## config.mk

```make
export PLATFORM = sky130hd
export DESIGN_NAME = encoder_rr_arbiter_flat
export DESIGN_NICKNAME = d
export VERILOG_FILES = /design/src/rtl/encoder_rr_arbiter_if.sv /design/src/rtl/encoder_rr_arbiter.sv /design/src/flat_wrapper.sv
export SDC_FILE = /design/constraint.sdc
export NUM_CORES = 1
export LEC_CHECK = 0
export BUFFER_PORTS_ARGS = -buffer_cell sky130_fd_sc_hd__buf_2
export CAP_MARGIN = 40
export CELL_PAD_IN_SITES_DETAIL_PLACEMENT = 2
export CELL_PAD_IN_SITES_GLOBAL_PLACEMENT = 2
export CORE_AREA = 2 2 101 103
export CTS_CLUSTER_SIZE = 20
export DETAILED_ROUTE_END_ITERATION = 10
export DIE_AREA = 0 0 103 105
export GPL_ROUTABILITY_DRIVEN = 0
export GPL_TIMING_DRIVEN = 0
export PLACE_DENSITY_LB_ADDON = 0.1
export SYNTH_ARGS = -nofsm -noshare
export SYNTH_HDL_FRONTEND = slang
export SYNTH_SLANG_ARGS = --single-unit
```

## constraint.sdc

```tcl
create_clock -name clk -period 4.4 [get_ports clk]
set_clock_uncertainty 0.15 [all_clocks]
set_input_delay 0.88 -clock clk [delete_from_list [all_inputs] [get_ports clk]]
set_output_delay 0.88 -clock clk [all_outputs]
set_load 0.005 [all_outputs]
```

## src/rtl/encoder_rr_arbiter_if.sv

```systemverilog
// Request/grant bundle between up to seven requesters and the encoder arbiter.
// Handshake: a requester keeps req[i] high to ask for the encoder. It owns the encoder
// while grant[i] is high. It gives the encoder back with a single-cycle done pulse or by
// dropping req[i]. A grant that is held too long is withdrawn with a timeout pulse.
interface encoder_rr_arbiter_if;
    logic [6:0] req;
    logic       done;
    logic [6:0] grant;
    logic [2:0] grant_code;
    logic       grant_valid;
    logic       timeout;
    logic       state_dbg;

    modport master (
        output req, done,
        input  grant, grant_code, grant_valid, timeout, state_dbg
    );

    modport slave (
        input  req, done,
        output grant, grant_code, grant_valid, timeout, state_dbg
    );
endinterface

```

## src/rtl/encoder_rr_arbiter.sv

```systemverilog
// Round-robin arbiter that shares one 3-to-7 one-hot encoder between seven requesters.
// It drives the encoder code (binary or Gray) and a matching registered one-hot grant.
module encoder_rr_arbiter #(
    parameter bit USE_GRAY = 1'b0,
    parameter int MAX_HOLD = 15
) (
    input  logic clk,
    input  logic rst,
    encoder_rr_arbiter_if.slave bus
);
    typedef enum logic [0:0] {
        ST_IDLE  = 1'b0,
        ST_GRANT = 1'b1
    } state_t;

    localparam logic [7:0] LP_MAX_HOLD = 8'(MAX_HOLD);

    state_t     r_state;
    logic [2:0] r_ptr;
    logic [2:0] r_owner;
    logic [7:0] r_hold;
    logic [6:0] r_grant;
    logic [2:0] r_code;
    logic       r_valid;
    logic       r_timeout;

    state_t     w_state_n;
    logic [2:0] w_ptr_n;
    logic [2:0] w_owner_n;
    logic [7:0] w_hold_n;
    logic [6:0] w_grant_n;
    logic [2:0] w_code_n;
    logic       w_valid_n;
    logic       w_timeout_n;
    logic       w_found;
    logic [2:0] w_sel;

    // Code presented to the encoder for requester idx (idx+1, optionally Gray coded).
    function automatic logic [2:0] f_code(input logic [2:0] idx);
        logic [2:0] b;
        b = idx + 3'd1;
        return USE_GRAY ? (b ^ (b >> 1)) : b;
    endfunction

    // First requester at or after r_ptr, wrapping modulo 7.
    always_comb begin
        logic [3:0] idx;
        w_found = 1'b0;
        w_sel   = 3'd0;
        idx     = 4'd0;
        for (int k = 0; k < 7; k++) begin
            idx = {1'b0, r_ptr} + 4'(k);
            if (idx >= 4'd7) idx = idx - 4'd7;
            if (!w_found && bus.req[idx[2:0]]) begin
                w_found = 1'b1;
                w_sel   = idx[2:0];
            end
        end
    end

    always_comb begin
        w_state_n   = r_state;
        w_ptr_n     = r_ptr;
        w_owner_n   = r_owner;
        w_hold_n    = r_hold;
        w_grant_n   = r_grant;
        w_code_n    = r_code;
        w_valid_n   = r_valid;
        w_timeout_n = 1'b0;
        case (r_state)
            ST_IDLE: begin
                if (w_found) begin
                    w_state_n = ST_GRANT;
                    w_owner_n = w_sel;
                    w_hold_n  = 8'd1;
                    w_grant_n = 7'd1 << w_sel;
                    w_code_n  = f_code(w_sel);
                    w_valid_n = 1'b1;
                end
            end
            ST_GRANT: begin
                // done outranks withdrawal, which outranks the hold limit.
                if (bus.done || !bus.req[r_owner] || (r_hold == LP_MAX_HOLD)) begin
                    w_state_n   = ST_IDLE;
                    w_ptr_n     = (r_owner == 3'd6) ? 3'd0 : r_owner + 3'd1;
                    w_grant_n   = 7'd0;
                    w_code_n    = 3'd0;
                    w_valid_n   = 1'b0;
                    w_timeout_n = !bus.done && bus.req[r_owner];
                end else begin
                    w_hold_n = r_hold + 8'd1;
                end
            end
            default: w_state_n = ST_IDLE;
        endcase
    end

    always_ff @(posedge clk) begin
        if (rst) begin
            r_state   <= ST_IDLE;
            r_ptr     <= 3'd0;
            r_owner   <= 3'd0;
            r_hold    <= 8'd0;
            r_grant   <= 7'd0;
            r_code    <= 3'd0;
            r_valid   <= 1'b0;
            r_timeout <= 1'b0;
        end else begin
            r_state   <= w_state_n;
            r_ptr     <= w_ptr_n;
            r_owner   <= w_owner_n;
            r_hold    <= w_hold_n;
            r_grant   <= w_grant_n;
            r_code    <= w_code_n;
            r_valid   <= w_valid_n;
            r_timeout <= w_timeout_n;
        end
    end

    assign bus.grant       = r_grant;
    assign bus.grant_code  = r_code;
    assign bus.grant_valid = r_valid;
    assign bus.timeout     = r_timeout;
    assign bus.state_dbg   = r_state;
endmodule

```

## src/flat_wrapper.sv

```systemverilog
// flat-port wrapper written by rule: the top's interface ports become plain ports
module encoder_rr_arbiter_flat 
#(
    parameter bit USE_GRAY = 1'b0,
    parameter int MAX_HOLD = 15
)
  (clk, rst, bus_req, bus_done, bus_grant, bus_grant_code, bus_grant_valid, bus_timeout, bus_state_dbg);
  encoder_rr_arbiter_if bus_i ();
  input  logic clk;
  input  logic rst;
  input wire logic [$bits(bus_i.req)-1:0] bus_req;
  input wire logic [$bits(bus_i.done)-1:0] bus_done;
  output wire logic [$bits(bus_i.grant)-1:0] bus_grant;
  output wire logic [$bits(bus_i.grant_code)-1:0] bus_grant_code;
  output wire logic [$bits(bus_i.grant_valid)-1:0] bus_grant_valid;
  output wire logic [$bits(bus_i.timeout)-1:0] bus_timeout;
  output wire logic [$bits(bus_i.state_dbg)-1:0] bus_state_dbg;
  assign bus_i.req = bus_req;
  assign bus_i.done = bus_done;
  assign bus_grant = bus_i.grant;
  assign bus_grant_code = bus_i.grant_code;
  assign bus_grant_valid = bus_i.grant_valid;
  assign bus_timeout = bus_i.timeout;
  assign bus_state_dbg = bus_i.state_dbg;
  encoder_rr_arbiter #(.USE_GRAY(USE_GRAY), .MAX_HOLD(MAX_HOLD)) u_core (.clk(clk), .rst(rst), .bus(bus_i));
endmodule
```

==> results.yml <==
pwr:
  finalPower_w: 0.00292
  power.density_nw_per_um2: 735
  max-vdd-ir-drop_uv: 499
  leakagePower_nw: 1.56
clock_tree:
  h-tree-depth: 1
  root_buffer: "clkbuf_8"
  cts_tree: "built"
  cts_buffers: 3
  cts.hold.buffers_added: 0
  clock_path_buffers: 2
  clk_pin_slew_ns: 0.10
  cts_sinks: 27
  clkLatencyLatePin_ns: 0.28
timing:
  post-route-min-period_ns: 4.30
  setup_slack_ns: 0.0997
  period_share: 0.977
  report.final.slew_viol_count: 0
  finalSetupViolCount: 0
  worst_slew_pin_slew_ns: 0.875
  hold_viol: 0
  fmax_mhz: 233
  slew_headroom: 0.411
global_route:
  grt_pass1_wl_mm: 19.0
  use_met3: 0.0154
  grt.busiest_layer: "met2"
  grtUsageMet1: 0.267
  antenna_found_initial: 0
  grt_usage: 0.225
  grt_max_degree: 16
  grtUsageMet2: 0.417
  grt_pass1_vias: 3575
  grt_overflow: 0
route:
  via_count: 3267
  postRouteAntennaNets: 0
  routed_wl_mm: 12.4
  drt_iter0_drc: 63
  viasPerCell: 5.72
  dr.pass1.iters: 4
  drc: 0
  routedWlPerCell_um: 21.7
layout:
  drive_gt1_frac: 0.301
  antenna_cells: 0
  fin_util: 0.413
  nets: 469
  synthToLayoutAreaGrowth_pct: 24.0
critical_path:
  ff2ff_setup_slack_ns: 0.1
  crit_required_ns: 4.47
  cp_max_fo: 10
  critPathLaunchType: "flop"
  r2r_start: "u_core.r_ptr[1]"
  end_kind: "flop"
  worstPathArrival_ns: 4.37
  reg2reg_to: "u_core.bus.grant_code[2]"
  crit_type: "flop to flop"
  worstRegToRegCells: 17
synthesis:
  ys_seq_area_frac: 0.169
  synthesis.area_um2: 3210
  syn_nets: 420
  synthDistinctLibCells: 79
  ys_ff_latch: 27
  synthCells: 390
  synthFlopType: "dfxtp_1"
  ys_async_sr_fraction: 0
  synth-edff-count: 0
  ys_warn_count: 0
  syn_area_per_cell_um2: 8.22
die:
  fp.dieH_um: 105
  die_area_um2: 10800
  fp.dieW_um: 103
  fp.coreArea_um2: 9640
  io_pins: 23
  initial_core_util: 0.333
  rows: 36
placed_design:
  place_ws_ns: -0.789
  hpwl_mm: 8.77
  io_buffers: 19
min_path:
  whs_path_depth: 1
  hold_start: "u_core.bus.grant[2]"
  whs_endpoint: "u_core.bus.grant[2]"
  hp-class: "flop to flop"
flow_run:
  cap_violations: 0
outcome:
  status: "completed"
-- Yosys cell counts (3+ instances only) --
master | n | area share
a2bb2oi_1 | 4 | 0.011
o221ai_1 | 5 | 0.014
a211o_1 | 5 | 0.014
o211ai_1 | 3 | 0.0070
a21oi_1 | 24 | 0.037
a32o_1 | 7 | 0.022
nand3b_1 | 7 | 0.016
nand4b_1 | 3 | 0.0082
buf_6 | 4 | 0.014
a31oi_1 | 3 | 0.0059
o2bb2ai_1 | 4 | 0.011
dfxtp_1 | 27 | 0.17
nor4_1 | 4 | 0.0078
nand2b_1 | 13 | 0.025
ha_1 | 19 | 0.074
mux2_2 | 4 | 0.014
nand2_1 | 23 | 0.027
or3b_2 | 3 | 0.0082
xor2_1 | 7 | 0.019
a211oi_1 | 8 | 0.019
mux2i_1 | 27 | 0.084
inv_1 | 16 | 0.019
and2_1 | 6 | 0.012
nor3b_1 | 3 | 0.0070
xnor2_1 | 4 | 0.011
o32ai_1 | 3 | 0.0082
a32oi_1 | 4 | 0.011
clkbuf_1 | 14 | 0.016
buf_2 | 14 | 0.022
o21ai_0 | 10 | 0.016
nor3_1 | 8 | 0.012
nor2_1 | 24 | 0.028
or2_2 | 3 | 0.0059
or3_1 | 4 | 0.0078
nor4bb_1 | 3 | 0.0094
nor2b_1 | 3 | 0.0059
nand3_1 | 10 | 0.016
-- critical path: stages (launching register included) --
cell	delay [ns]
dfxtp_4	0.37
buf_4	0.14
ha_1	0.21
ha_1	0.27
buf_2	0.21
nor4bb_1	0.41
a31oi_1	0.08
a2bb2oi_1	0.18
a32oi_2	0.32
o2111ai_4	0.17
or3_4	0.43
or3_4	0.35
a2bb2oi_4	0.18
inv_2	0.07
ha_4	0.17
ha_4	0.20
mux2_4	0.26
nor2_2	0.07
-- metrics by stage --
stage	cell area [um^2]	hold WS, ns	setup TNS (ns)	cells
detailed placement	3480	0.302	-5.75	543
CTS	3730	0.325	0	557
finish	3980	0.324	0	571
global route	3980	0.354	-0.0407	571
global placement	3470	0.297	-4.34	542
floorplan	3210	0.315	0	390
-- power breakdown --
part	leakage, nW	switching [W]	total [W]	internal [W]
clock	0.0255	0.0000815	0.000145	0.0000636
sequential	0.223	0.0000455	0.000345	0.000300
combinational	1.31	0.00134	0.00243	0.00109
-- kinds of logic after synthesis --
group / after synthesis / synth area share
simple gates: 138 / 0.256
fa+ha+maj: 20 / 0.0804
buf+inv: 52 / 0.0792
compound gates: 109 / 0.272
mux: 32 / 0.105
flops: 27 / 0.169
xor+xnor: 12 / 0.0386
-- worst max-delay path by stage --
stage               startpoint  cells past startpoint                       end  slack (ns)
3_3_place_gp   u_core.r_ptr[1]                     19  u_core.bus.grant_code[2]       -0.68
3_5_place_dp   u_core.r_ptr[1]                     19  u_core.bus.grant_code[2]       -0.79
4_1_cts        u_core.r_ptr[2]                     18  u_core.bus.grant_code[2]        0.01
6_report       u_core.r_ptr[1]                     17  u_core.bus.grant_code[2]         0.1
2_1_floorplan  u_core.r_ptr[1]                     19  u_core.bus.grant_code[2]        0.02
5_1_grt        u_core.r_ptr[1]                     18  u_core.bus.grant_code[2]       -0.03
-- cells in the final DEF (no fill, tap or decap), types with 5 or more instances in the layout --
master,count
nor2_1,21
buf_4,27
nand3_1,9
inv_1,11
and2_1,5
xor2_1,7
buf_2,30
nand2b_1,12
mux2i_1,26
nor3_1,7
dfxtp_1,24
a21oi_1,22
a211o_1,5
ha_1,15
clkbuf_1,12
a32o_1,7
o21ai_0,10
nand3b_1,7
nand2_1,23
a211oi_1,8
-- registers in the layout, indices dropped and copies added, names as in the netlist --
register,count
u_core.bus.grant_code,3
u_core.bus.grant,7
u_core.bus.state_dbg,1
u_core.bus.timeout,1
u_core.bus.grant_valid,1
u_core.r_ptr,3
u_core.r_hold,8
u_core.r_owner,3
-- per-layer routing --
metal  wire (um)  up-vias
met4         256        0
met3         156       14
met1        5280     1672
met5           0        -
met2        6700       35
li1            -     1546
-- cell type report --
class                      instances  area [um^2]
clock inverter                     1         5.00
clock buffer                       3         41.3
tap                              133          166
fill                            1112         5660
multi-input combinational        311         2610
inverter                          18         81.3
sequential                        27          549
timing repair buffer              45          303
buffer                            33          220
-- repair_timing --
| action | in CTS | in global routing |
|---|---|---|
| pin swaps | 6 | 14 |
| endpoints found under the setup margin | 19 | 7 |
| buffers inserted | 11 | 15 |
| gates resized for setup | 30 | 29 |
Power figures use the tool's default switching activity.
